## config.mk

```make
export PLATFORM = sky130hd
export DESIGN_NAME = alu_ctrl_seq_decoder
export DESIGN_NICKNAME = d
export VERILOG_FILES = /design/src/rtl/alu_ctrl_seq_decoder.sv
export SDC_FILE = /design/constraint.sdc
export NUM_CORES = 1
export LEC_CHECK = 0
export CAP_MARGIN = 30
export CORE_MARGIN = 3
export CORE_UTILIZATION = 51
export DETAILED_ROUTE_END_ITERATION = 10
export HOLD_SLACK_MARGIN = 0.03
export PLACE_DENSITY = 0.83
export SETUP_SLACK_MARGIN = 0.5
export SYNTH_ARGS = -nofsm -noshare
export SYNTH_HDL_FRONTEND = slang
export SYNTH_SLANG_ARGS = --single-unit
```

## constraint.sdc

```tcl
create_clock -name clk -period 4.71 [get_ports clk]
set_input_delay 0.7065 -clock clk [delete_from_list [all_inputs] [get_ports clk]]
set_output_delay 0.7065 -clock clk [all_outputs]
set_load 0.05 [all_outputs]
```

## src/rtl/alu_ctrl_seq_decoder.sv

```systemverilog
// Registered ALU control decoder with a start/done sequencer for an external mult/div unit.
// Optional feature: define ILLEGAL_TRAP_EN to flag unsupported R-type funct codes on `illegal`.
module alu_ctrl_seq_decoder #(
  parameter int unsigned CTRL_W  = 4,
  parameter int unsigned ALUOP_W = 2,
  parameter int unsigned MDU_MAX = 32
) (
  input  logic               clk,
  input  logic               reset_n,
  input  logic               in_valid,
  input  logic [ALUOP_W-1:0] alu_op,
  input  logic [5:0]         funct,
  input  logic               mdu_done,
  output logic [CTRL_W-1:0]  alu_ctrl,
  output logic               out_valid,
  output logic               stall,
  output logic               mdu_start,
  output logic [1:0]         mdu_op,
  output logic               illegal,
  output logic               mdu_err
);

  localparam int unsigned CNT_W = $clog2(MDU_MAX + 1);

  localparam logic [3:0] C_AND  = 4'b0000;
  localparam logic [3:0] C_OR   = 4'b0001;
  localparam logic [3:0] C_ADD  = 4'b0010;
  localparam logic [3:0] C_XOR  = 4'b0011;
  localparam logic [3:0] C_NOR  = 4'b0100;
  localparam logic [3:0] C_SUB  = 4'b0110;
  localparam logic [3:0] C_SLT  = 4'b0111;
  localparam logic [3:0] C_SLTU = 4'b1000;
  localparam logic [3:0] C_SLL  = 4'b1001;
  localparam logic [3:0] C_SRL  = 4'b1010;
  localparam logic [3:0] C_SRA  = 4'b1011;

  typedef enum logic {IDLE, BUSY} state_t;

  state_t           state, state_next;
  logic [CNT_W-1:0] count, count_next;
  logic             err_next, start_next;
  logic [3:0]       code;
  logic             dec_alu, dec_mdu;
  logic             accept;

  assign stall  = (state == BUSY);
  assign accept = in_valid & ~stall;

  always_comb begin
    code    = '0;
    dec_alu = 1'b0;
    dec_mdu = 1'b0;
    case (alu_op[1:0])
      2'b00: begin code = C_ADD; dec_alu = 1'b1; end
      2'b01: begin code = C_SUB; dec_alu = 1'b1; end
      2'b11: begin code = C_SLT; dec_alu = 1'b1; end
      default: begin
        dec_alu = 1'b1;
        case (funct)
          6'b100000, 6'b100001: code = C_ADD;
          6'b100010, 6'b100011: code = C_SUB;
          6'b100100: code = C_AND;
          6'b100101: code = C_OR;
          6'b100110: code = C_XOR;
          6'b100111: code = C_NOR;
          6'b101010: code = C_SLT;
          6'b101011: code = C_SLTU;
          6'b000000: code = C_SLL;
          6'b000010: code = C_SRL;
          6'b000011: code = C_SRA;
          6'b011000, 6'b011001, 6'b011010, 6'b011011: begin
            dec_alu = 1'b0;
            dec_mdu = 1'b1;
          end
          default: dec_alu = 1'b0;
        endcase
      end
    endcase
  end

  // mdu_done is masked while mdu_start is high: that is the launch cycle.
  always_comb begin
    state_next = state;
    count_next = count;
    err_next   = mdu_err;
    start_next = 1'b0;
    case (state)
      IDLE: begin
        if (accept && dec_mdu) begin
          start_next = 1'b1;
          state_next = BUSY;
          count_next = '0;
        end
      end
      BUSY: begin
        count_next = count + 1'b1;
        if (mdu_done && !mdu_start) begin
          state_next = IDLE;
        end else if (count_next == CNT_W'(MDU_MAX)) begin
          err_next   = 1'b1;
          state_next = IDLE;
        end
      end
      default: state_next = IDLE;
    endcase
  end

  always_ff @(posedge clk or negedge reset_n) begin
    if (!reset_n) begin
      state     <= IDLE;
      count     <= '0;
      mdu_err   <= 1'b0;
      mdu_start <= 1'b0;
      mdu_op    <= '0;
    end else begin
      state     <= state_next;
      count     <= count_next;
      mdu_err   <= err_next;
      mdu_start <= start_next;
      if (start_next) mdu_op <= funct[1:0];
    end
  end

`ifdef ILLEGAL_TRAP_EN
  logic dec_bad;
  assign dec_bad = (alu_op[1:0] == 2'b10) & ~dec_alu & ~dec_mdu;

  always_ff @(posedge clk or negedge reset_n) begin
    if (!reset_n) begin
      alu_ctrl  <= '0;
      out_valid <= 1'b0;
      illegal   <= 1'b0;
    end else begin
      out_valid <= accept & dec_alu;
      illegal   <= accept & dec_bad;
      if (accept && dec_alu)      alu_ctrl <= CTRL_W'(code);
      else if (accept && dec_bad) alu_ctrl <= '0;
    end
  end
`else
  assign illegal = 1'b0;

  always_ff @(posedge clk or negedge reset_n) begin
    if (!reset_n) begin
      alu_ctrl  <= '0;
      out_valid <= 1'b0;
    end else begin
      out_valid <= accept & dec_alu;
      if (accept && dec_alu) alu_ctrl <= CTRL_W'(code);
    end
  end
`endif

endmodule

```

**After elaboration in Yosys (flattened, before gate mapping)**

Cells that the tools add are included.
Widths: inputs -> output; s select.

- Register bits after elaboration: 16
- Bits of input ports: 12

- $add $sub $neg: 1
- Eq/ne operators: 20
- Muxes and demuxes: 13
- Bitwise gates (word level): 4
- Reduce and logical (&&, ||, !) cells: 12

Operators with widths:

| kind | count |
|---|---|
| $eq 6x6->1 const B | 11 |
| $pmux 4 s10 | 1 |
| $eq 6x5->1 const B | 4 |
| $reduce_or 13->1 | 1 |
| $eq 6x2->1 const B | 2 |
| $pmux 4 s3 | 1 |
| $pmux 6 s2 | 1 |
| $mux 1 | 8 |
| $add 6x1->6 const B | 1 |
| $logic_not 6->1 | 1 |
| $mux 6 | 1 |
| $reduce_or 2->1 | 2 |
| $reduce_or 4->1 | 1 |
| $logic_and 1x1->1 | 3 |
| $reduce_and 3->1 | 1 |
| $reduce_or 3->1 | 1 |
| $and 1x1->1 | 2 |
| $eq 2x1->1 const B | 1 |
| $eq 2x2->1 const B | 1 |
| $logic_not 2->1 | 1 |
| $ne 2x1->1 const B | 1 |
| $not 1->1 | 2 |
| $pmux 1 s2 | 1 |
| $logic_not 1->1 | 1 |

**Depth between registers and ports, before layout**

- Depth after elaboration: 7
- Gate-level depth with buffers: 6

**Worst setup path before layout**

OpenSTA, ideal clock, no wires.

- Path kind: input -> register
- Start point: input alu_op[0]
- End point: register mdu_op[1]
- Setup time: 125 ps
- Arrival time: 1855 ps
- Data required time: 4585 ps
- Slack: 2730 ps
- Stages: 4
- Cells stage by stage: nand2b_1 or2_1 or4b_4 mux2_4

- Cells in the longest elaborated chain, start to end: 6
- Elaborated cells on any way between the ends: 8

Ends and longest elaborated chain:

| item | line | source |
|---|---|---|
| from (decl) | 11 | `input logic [ALUOP_W-1:0] alu_op,` |
| $eq 2x2->1, or another cell as far along | 53 | `case (alu_op[1:0])` |
| $reduce_or 3->1 (no line) (*) | -- |  |
| $mux 1 (*) | 53 |  |
| $logic_and 1x1->1 (*) | 89 | `if (accept && dec_mdu) begin` |
| $mux 1 (*) | 89 |  |
| $mux 1 (*) | 87 | `case (state)` |
| to (signal assigned) | 120 | `if (start_next) mdu_op <= funct[1:0];` |
| to (decl) | 18 | `output logic [1:0] mdu_op,` |

Mark *: on every way between the ends. The rest lies on a longest branch, timed or not.
A chain may end at the register's enable or synchronous reset.

**Worst setup path in the final report**

- Start point: register state (netlist: stall)
- End point: output stall

RTL lines:

| item | line | source |
|---|---|---|
| from (decl) | 39 | `state_t state, state_next;` |
| from (signal assigned) | 116 | `state <= state_next;` |
| to (decl) | 16 | `output logic stall,` |

No word-level cell between the ends.

==> flow_summary.toml <==
[run_status]
status = "completed"

[critical_path]
r2r_end = "mdu_op[1]"
cp.required_ns = 4.00
slowest_delay_ns = 0.88
cpMaxStageDelayCell = "clkdlybuf4s50_1"
crit_family = "buffers and inverters"
critPathKind = "reg2out"
ff2ff_setup_slack_ns = 2.64
cp.buffers_inverters = 1
rr_startpoint = "stall"
start_kind = "flip-flop"
critical_path_arrival_ns = 1.78
ff2ff_path_depth = 4
crit_chain = "clkdlybuf4s50_1"
crit_path_max_fanout = 14
endpoint_kind = "output port"

[power]
leakagePower_nw = 0.482
power_uw = 398
power.density_nw_per_um2 = 349
vdd_drop_max_v = 0.000360

[finish]
drive_gt1_share_pct = 8.62
multi_input_area_um2 = 450
final.fill_count = 116
seqCellArea_um2 = 400
nets = 130
final_cells = 132
area_growth_syn_to_layout_pct = 26.5
fin_util_pct = 72.3
diodes = 0

[hold_path]
holdPathEnd = "mdu_op[0]"
hp-start = "mdu_op[0]"
hold_depth = 2
hold_path_class = "reg2reg"

[place]
place_hpwl_um = 1350
placed_cells = 128
port_buffers = 21
place_congestion = 0.817

[logic_synthesis]
synth_top_area_cell = "dfrtp_1"
async_flop_share_pct = 100
syn-num-nets = 107
synthDistinctLibCells = 41
ys_top_cells_by_area = "dfrtp_1 44%, nand2_1 6.3%, o21ai_1 3.9%"
synth_edf_count = 0
yosys-top-cells-count = "16 x dfrtp_1, 15 x nand2_1, 7 x o21ai_1"
syn_area_um2 = 901
synth_seq_cells = 16
yosysMostFrequentCell = "dfrtp_1"
ys.warnings.count = 0
synth_top_area_share_pct = 44.4
synthCells = 94
synth.avg_cell_area_um2 = 9.58
ys_seq_area_share_pct = 44.4
synth_flop_cell = "dfrtp_1"

[sta]
finClkSkew_ns = 0.00819
period_minus_slack_ns = 2.49
fin_crit_sh_pct = 52.9
fin_setup_tns_ns = 0
slew_viol_final = 0
final_hold_viol_count = 0
max_slew_margin_pct = 54.7
final-setup-viol-count = 0
rsz0062_at_grt = "no"
clock.fmax_mhz = 402
tightest_slew_ns = 0.677

[detailed_routing]
viasPerCell = 5.58
drtIter0Drc = 11
drcViolationCount = 0
avgRoutedWirePerCell_um = 13.1
num_vias = 737
first_pass_iters = 4
drt_wl_total_um = 1730
ant_nets = 0

[global_routing]
grt_remaining_overflow = 0
grt_max_degree = 17
grt_pass1_vias = 663
grt_usage_pct = 17.9
antenna_found_initial = 0
grt_pass1_wl_um = 2840

[clock_network]
cts_max_level = 1
path_clk_slew_ns = 0.09
post_cts_resized = 0
insertion_delay_ns = 0.29
clock_path_buffers = 2
cts_buffers = 3
cts_tree = "yes"
cts_setup_buffers = 0
cts.hold.buffers_added = 0
cts_root_buf = "clkbuf_4"
numClockSinks = 16

[die]
core-area_um2 = 1580
die_h_um = 48.0
initial_core_util_pct = 57.1
rows = 14
dieArea_um2 = 2310
io_pins = 23
die_width_um = 48.0

[job]
drv_cap = 0
-- metrics by stage --
step / instance area [um2] / hold slack (ns) / setup WS (ns)
finish: 1140 / 0.492 / 2.22
global route: 1140 / 0.526 / 2.12
CTS: 1140 / 0.496 / 2.21
detailed placement: 1100 / 0.475 / 2.09
global placement: 1100 / 0.450 / 2.11
floorplan: 901 / 0.411 / 2.73
-- layout make-up --
class                   count  share of cell area (%)
repair buffers             21                    18.4
flip-flops and latches     16                    35.1
multi-input cells          69                    39.5
clock buffers               4                    3.18
well taps                  16                    1.76
inverters                   6                    1.98
-- worst reg2reg max path, cell delays in order (launching register included) --
cell      delay, ns
dfrtp_1        0.54
nand2b_4       0.23
or2_1          0.27
or4b_4         0.59
mux2_4         0.33
-- how the worst max path moves through the flow --
stage / from / cells past startpoint / slack (ns) / end
after detailed placement: funct[5] / 6 / 2.09 / alu_ctrl[0]
after floorplan: alu_op[0] / 4 / 2.73 / mdu_op[1]
after global placement: alu_op[0] / 5 / 2.11 / mdu_op[1]
after global routing: stall / 1 / 2.12 / stall
final: stall / 1 / 2.22 / stall
after CTS: stall / 1 / 2.21 / stall
-- where the power goes --
part           switching (mW)  leakage [nW]  internal (mW)
registers              0.0241         0.194          0.162
logic                  0.0695         0.267         0.0544
clock network          0.0410        0.0210         0.0471
total                   0.135         0.482          0.264
-- registers in the layout (all words and copies together) (netlist names) --
name	count
alu_ctrl	4
count	6
mdu_err	1
mdu_op	2
mdu_start	1
out_valid	1
stall	1
-- cells in the final DEF (no fill, tap or decap), drive strengths merged --
cell type / Yosys / layout
clkdlybuf4s50: 0 / 21
dfrtp: 16 / 16
nand2: 15 / 15
o21ai: 10 / 10
inv: 6 / 6
nor2: 5 / 5
nand3: 4 / 4
clkbuf: 0 / 4
xnor2: 3 / 3
nand2b: 3 / 3
a31oi: 3 / 3
mux2: 3 / 3
nor3: 2 / 2
and2: 1 / 1
a211o: 1 / 1
nand3b: 1 / 1
a21oi: 1 / 1
or2: 1 / 1
or4b: 1 / 1
o31ai: 1 / 1
o21a: 1 / 1
o22ai: 1 / 1
xor2: 1 / 1
mux2i: 1 / 1
a211oi: 1 / 1
a21o: 1 / 1
o21bai: 1 / 1
nor4b: 1 / 1
or3: 1 / 1
a2bb2oi: 1 / 1
o41ai: 1 / 1
o31a: 1 / 1
ha: 1 / 1
conb: 1 / 1
-- layer usage --
metal	global-route usage (%)	wire length, um	vias to the layer above
met5	0	0	-
met4	3.23	10	0
met3	7.89	137	2
met2	26.1	768	27
met1	24.9	809	334
li1	-	-	374
-- cell families (layout without fill, tap and decap cells) --
logic type	after synthesis	in the layout	synth area share, %
flops	16	16	44.4
buf+inv	9	31	5.56
other cells	1	1	0.416
mux	4	4	5.28
fa+ha+maj	1	1	1.39
compound gates	24	24	19.0
simple gates	35	35	20.0
xor+xnor	4	4	3.89
(Power assumes the default switching activity.)
